## src/rtl/timer_run_ctrl.sv

```systemverilog
// Run control for the two-digit BCD countdown timer: button edges,
// 1 s prescaler, count/reload strobes and the blinking alarm.
module timer_run_ctrl #(
    parameter int unsigned TICK_DIV    = 40000000,
    parameter int unsigned ALARM_TICKS = 10
) (
    input  logic       clk,
    input  logic       rst_n,
    input  logic       btn_start,
    input  logic       btn_clear,
    input  logic       set_sw,
    input  logic       time_zero,
    output logic       decrease,
    output logic       setting,
    output logic       reload,
    output logic       alarm,
    output logic [2:0] state
);

    localparam int PW = $clog2(TICK_DIV);
    localparam int BW = $clog2(ALARM_TICKS + 1);
    localparam logic [PW-1:0] CNT_MAX = PW'(TICK_DIV - 1);
    localparam logic [BW-1:0] BLINK_END = BW'(ALARM_TICKS);

    typedef enum logic [2:0] {
        S_IDLE  = 3'd0,
        S_SET   = 3'd1,
        S_RUN   = 3'd2,
        S_PAUSE = 3'd3,
        S_DONE  = 3'd4
    } state_t;

    state_t        r_state;
    state_t        w_next;
    logic [PW-1:0] r_cnt;
    logic [PW-1:0] w_cnt;
    logic [BW-1:0] r_blink;
    logic [BW-1:0] w_blink;
    logic [BW-1:0] w_blink_inc;
    logic          r_alarm;
    logic          w_alarm;
    logic          r_dec;
    logic          w_dec;
    logic          r_reload;
    logic          w_reload;
    logic          r_setting;
    logic          r_start_d1;
    logic          r_clear_d1;
    logic          r_rdy;
    logic          w_start_e;
    logic          w_clear_e;
    logic          w_counting;
    logic          w_tick;

    // r_rdy masks the first cycle so a button held through reset is no edge
    assign w_start_e = btn_start & ~r_start_d1 & r_rdy;
    assign w_clear_e = btn_clear & ~r_clear_d1 & r_rdy;

    assign w_counting  = (r_state == S_RUN) || (r_state == S_DONE);
    assign w_tick      = w_counting && (r_cnt == CNT_MAX);
    assign w_blink_inc = r_blink + BW'(1);

    always_comb begin
        w_next   = r_state;
        w_cnt    = r_cnt;
        w_blink  = r_blink;
        w_alarm  = r_alarm;
        w_dec    = 1'b0;
        w_reload = 1'b0;
        if (w_counting) begin
            w_cnt = w_tick ? '0 : r_cnt + PW'(1);
        end
        if (w_clear_e) begin
            w_next   = S_IDLE;
            w_cnt    = '0;
            w_blink  = '0;
            w_alarm  = 1'b0;
            w_reload = 1'b1;
        end else begin
            unique case (r_state)
                S_IDLE: begin
                    if (w_start_e) begin
                        if (!time_zero) begin
                            w_next = S_RUN;
                            w_cnt  = '0;
                        end
                    end else if (set_sw) begin
                        w_next = S_SET;
                    end
                end
                S_SET: begin
                    if (!set_sw) w_next = S_IDLE;
                end
                S_RUN: begin
                    if (w_start_e) begin
                        w_next = S_PAUSE;
                        w_cnt  = r_cnt;
                    end else if (w_tick) begin
                        if (time_zero) begin
                            w_next  = S_DONE;
                            w_alarm = 1'b1;
                            w_blink = '0;
                        end else begin
                            w_dec = 1'b1;
                        end
                    end
                end
                S_PAUSE: begin
                    if (w_start_e) w_next = S_RUN;
                end
                S_DONE: begin
                    if (w_start_e) begin
                        w_next  = S_IDLE;
                        w_alarm = 1'b0;
                        w_cnt   = r_cnt;
                    end else if (w_tick) begin
                        w_blink = w_blink_inc;
                        if (w_blink_inc == BLINK_END) begin
                            w_next  = S_IDLE;
                            w_alarm = 1'b0;
                        end else begin
                            w_alarm = ~r_alarm;
                        end
                    end
                end
                default: begin
                    w_next = S_IDLE;
                end
            endcase
        end
    end

    always_ff @(posedge clk or negedge rst_n) begin
        if (!rst_n) begin
            r_state    <= S_IDLE;
            r_cnt      <= '0;
            r_blink    <= '0;
            r_alarm    <= 1'b0;
            r_dec      <= 1'b0;
            r_reload   <= 1'b0;
            r_setting  <= 1'b0;
            r_start_d1 <= 1'b0;
            r_clear_d1 <= 1'b0;
            r_rdy      <= 1'b0;
        end else begin
            r_state    <= w_next;
            r_cnt      <= w_cnt;
            r_blink    <= w_blink;
            r_alarm    <= w_alarm;
            r_dec      <= w_dec;
            r_reload   <= w_reload;
            r_setting  <= (w_next == S_SET);
            r_start_d1 <= btn_start;
            r_clear_d1 <= btn_clear;
            r_rdy      <= 1'b1;
        end
    end

    assign decrease = r_dec;
    assign setting  = r_setting;
    assign reload   = r_reload;
    assign alarm    = r_alarm;
    assign state    = r_state;

endmodule

```

## config.mk

```make
export PLATFORM = sky130hd
export DESIGN_NAME = timer_run_ctrl
export DESIGN_NICKNAME = d
export VERILOG_FILES = /design/src/rtl/timer_run_ctrl.sv
export SDC_FILE = /design/constraint.sdc
export NUM_CORES = 1
export LEC_CHECK = 0
export CORE_MARGIN = 3
export CORE_UTILIZATION = 53
export DETAILED_ROUTE_END_ITERATION = 8
export MAX_ROUTING_LAYER = met4
export PLACE_DENSITY = 0.85
export REMOVE_ABC_BUFFERS = 1
export SLEW_MARGIN = 20
export SYNTH_ARGS = -nofsm -noshare
export SYNTH_HDL_FRONTEND = slang
export SYNTH_SLANG_ARGS = --single-unit
```

## constraint.sdc

```tcl
create_clock -name clk -period 2.08 [get_ports clk]
set_input_delay 0.312 -clock clk [delete_from_list [all_inputs] [get_ports clk]]
set_output_delay 0.312 -clock clk [all_outputs]
set_load 0.03 [all_outputs]
```

==> results.cfg <==
[grt]
grt_max_degree = 16
antenna_found_initial = 0
overflow = 0
grt_usage_pct = 26.6
grt_pass1_wl_um = 10300
first_global_vias = 2236

[synthesis]
yosys-top-cells-area = dfrtp_1 (45%), o21ai_1 (6.3%), nor2_1 (4.2%), nand2_1 (4.1%), xor2_1 (3.5%)
syn-cell-area_um2 = 2220
synth.largest_area_cell = dfrtp_1
synth_top_area_share_pct = 45.0
synth.most_common_cell = dfrtp_1
synth_cells = 254
yosys_warnings = 0
ys.flop_type = dfrtp_1
synth_edf_count = 0
ys_async_sr_fraction_pct = 100
ys_types = 44
synth_seq_cells = 40
synth_area_per_cell_um2 = 8.75
synth_common_cells = dfrtp_1 (40), o21ai_1 (28), nor2_1 (25)
yosysSeqAreaShare_pct = 45.0

[min_path]
hp-class = input pin to asynchronous set/reset pin

[timing]
layout_min_cycle_time_ns = 2.21
finalHoldViolCount = 0
relSlewSlack_pct = 53.6
clock_skew_ns = 0.00855
fin_ws_ns = -0.128
tightest_slew_ns = 0.694
rsz0062_at_grt = yes
finalSetupViolations = 19
fmax_mhz = 453
hold_ws_ns = 0.415
drv_slew = 0
fin_crit_sh_pct = 106

[placement]
dp_hpwl_um = 4220
gp_congestion = 0.869
postPlaceCellArea_um2 = 2730
post-place-cells = 353
io_buffers = 12
place_ws_ns = -0.162

[power]
power_switching_uw = 554
p_leak_nw = 1.35
comb_power_share_pct = 20.6
p_int_mw = 1.44
pwr_density_cell_nw_per_um2 = 651
ir_drop_mv = 0.525
p_seq_share_pct = 44.1
pwr-share-clk_pct = 35.3
sw_frac_of_total_pct = 27.8

[clocking]
root_buffer = clkbuf_8
clockBufferDepth = 2
clk_pin_slew_worst_paths_ns = 0.08
cts.sinks = 40
cts_max_level = 2
cts_buffers = 5
cts_tree = done
clk_latency_ns = 0.30

[worst_setup_path]
cp_max_fo = 10
cp-start-kind = flop
critPathKind = flop to flop
worstSetupEndpointType = flop
slowest_stage = nor4_1
cpLargestDelayFamily = simple AND/OR/NAND/NOR gates
crit_arrival_ns = 2.38
worstPathCellList = nor4_1, nand2_1, nor3_2, nor2_1, buf_4, a32oi_1, o21ai_1
critPathBufInv = 1
slowest_delay_ns = 0.50
worstPathRequired_ns = 2.25
worstReg2RegStart = r_cnt[23]$_DFFE_PN0P_
startpoint = r_cnt[23]$_DFFE_PN0P_

[finish]
syn2layout_area_growth_pct = 37.8
final_core_util_pct = 79.5
insertedDiodeCount = 0
fin_cells = 368
drive_above_1_share_pct = 29.4
final_nets = 328
fin_area_um2 = 3060

[run_status]
violations = setup timing
status = complete, but fails checks

[flow_run]
max_cap_violations = 0

[route]
antenna_left = 0
drc = 0
drt_iter0_drc = 220
routed_wl_um = 6600
wl_per_cell_um = 17.9
num_vias = 2278
dr.pass1.iters = 4
via_per_inst = 6.19

[floorplan]
die_w_um = 70.8
io_pins = 13
dieArea_um2 = 5010
initial_core_util_pct = 57.7
core_area_um2 = 3850
num_rows = 22
die_h_um = 70.8
[final timing paths]
kind                                               end  depth (start not counted)  slack, ns
worst max-delay path              r_cnt[2]$_DFFE_PN0P_                          7      -0.13
worst min-delay path                decrease$_DFF_PN0_                          2       0.41
worst max register to register    r_cnt[2]$_DFFE_PN0P_                          7      -0.13
worst min register to register  r_blink[2]$_DFFE_PN0P_                          1       0.53
max in group asynchronous        r_cnt[23]$_DFFE_PN0P_                          3       1.16
min in group clk                  r_start_d1$_DFF_PN0_                          1       0.53
[power groups by stage]
stage	Combinational [mW]	Sequential, mW	Clock [mW]
floorplan	0.140	0.939	0
global placement	0.365	0.884	0
detailed placement	0.376	0.888	0
CTS	0.384	0.873	0.707
global route	0.453	0.885	0.740
finish	0.411	0.880	0.703
[state kept, by name, indices dropped and copies added (netlist names)]
register / cells
alarm: 1
decrease: 1
r_blink: 4
r_clear_d1: 1
r_cnt: 26
r_rdy: 1
r_start_d1: 1
reload: 1
setting: 1
state: 3
[kinds of logic (layout without fill, tap and decap cells)]
group	after synthesis	after routing	synth area share, %
other	1	1	0.169
xor gates and xnor gates	11	11	4.34
and+or+nand+nor	122	122	29.3
AOI/OAI and AO/OA	60	60	16.4
DFF	40	40	45.0
buffers and inverters	17	83	3.04
adders and majority gates	3	3	1.69
[layer usage]
layer	vias to the layer above	track usage, %	part of all wire [%]
met5	-	-	0
met4	0	10.4	3.6
met3	25	5.11	6.1
met2	105	45.1	51
met1	1095	31.1	39
li1	1053	-	-
[final cells by class]
class                           instances  area (um2)
Inverter                                7        26.3
Fill cell                             228         791
Tap cell                               48        60.1
Clock buffer                            7        96.3
Timing Repair Buffer                   68         549
Clock inverter                          1        30.0
Multi-Input combinational cell        197        1300
Sequential cell                        40        1000
[layout by cell type, fill, tap and decap left out, types with 2 or more instances in the layout]
master / netlist / final
buf_4: 0 / 52
dfrtp_1: 40 / 40
o21ai_1: 28 / 27
nand2_1: 24 / 24
nor2_1: 25 / 21
clkdlybuf4s50_1: 0 / 11
a21oi_1: 11 / 10
nor3_1: 12 / 9
xor2_1: 9 / 9
nand4_1: 8 / 8
or3_1: 8 / 8
inv_1: 7 / 7
nand3_1: 11 / 7
clkbuf_8: 0 / 7
nor2b_1: 6 / 6
nand3_2: 0 / 4
and3_1: 4 / 4
nor3_2: 4 / 4
o21ai_0: 3 / 3
or4_4: 1 / 3
nand2b_1: 3 / 3
nor3_4: 0 / 3
a311oi_1: 3 / 3
and2_1: 3 / 3
nor2_2: 0 / 3
buf_6: 0 / 3
xnor2_1: 2 / 2
nand3b_1: 2 / 2
a211oi_1: 2 / 2
o31ai_1: 2 / 2
ha_1: 3 / 2
[stage by stage]
stage | power (mW) | TNS (ns)
after floorplan | 1.08 | -24.45
after global placement | 1.25 | -1.47
after detailed placement | 1.26 | -2.34
after CTS | 1.96 | -0.0477
after global routing | 2.08 | -2.78
final | 1.99 | -0.565
[timing repair]
action	4_1_cts	5_1_grt
gates resized for setup	8	24
setup endpoints to repair	21	28
hold endpoints to repair	11	0
hold buffers	1	0
pin swaps	3	7
buffers inserted	2	4
[worst register-to-register path, cell delays in order, from the launching register on]
cell and delay (ns):
dfrtp_1 0.43, nor4_1 0.50, nand2_1 0.26, nor3_2 0.26, nor2_1 0.14, buf_4 0.20, a32oi_1 0.20, o21ai_1 0.10
(Power assumes the default switching activity.)
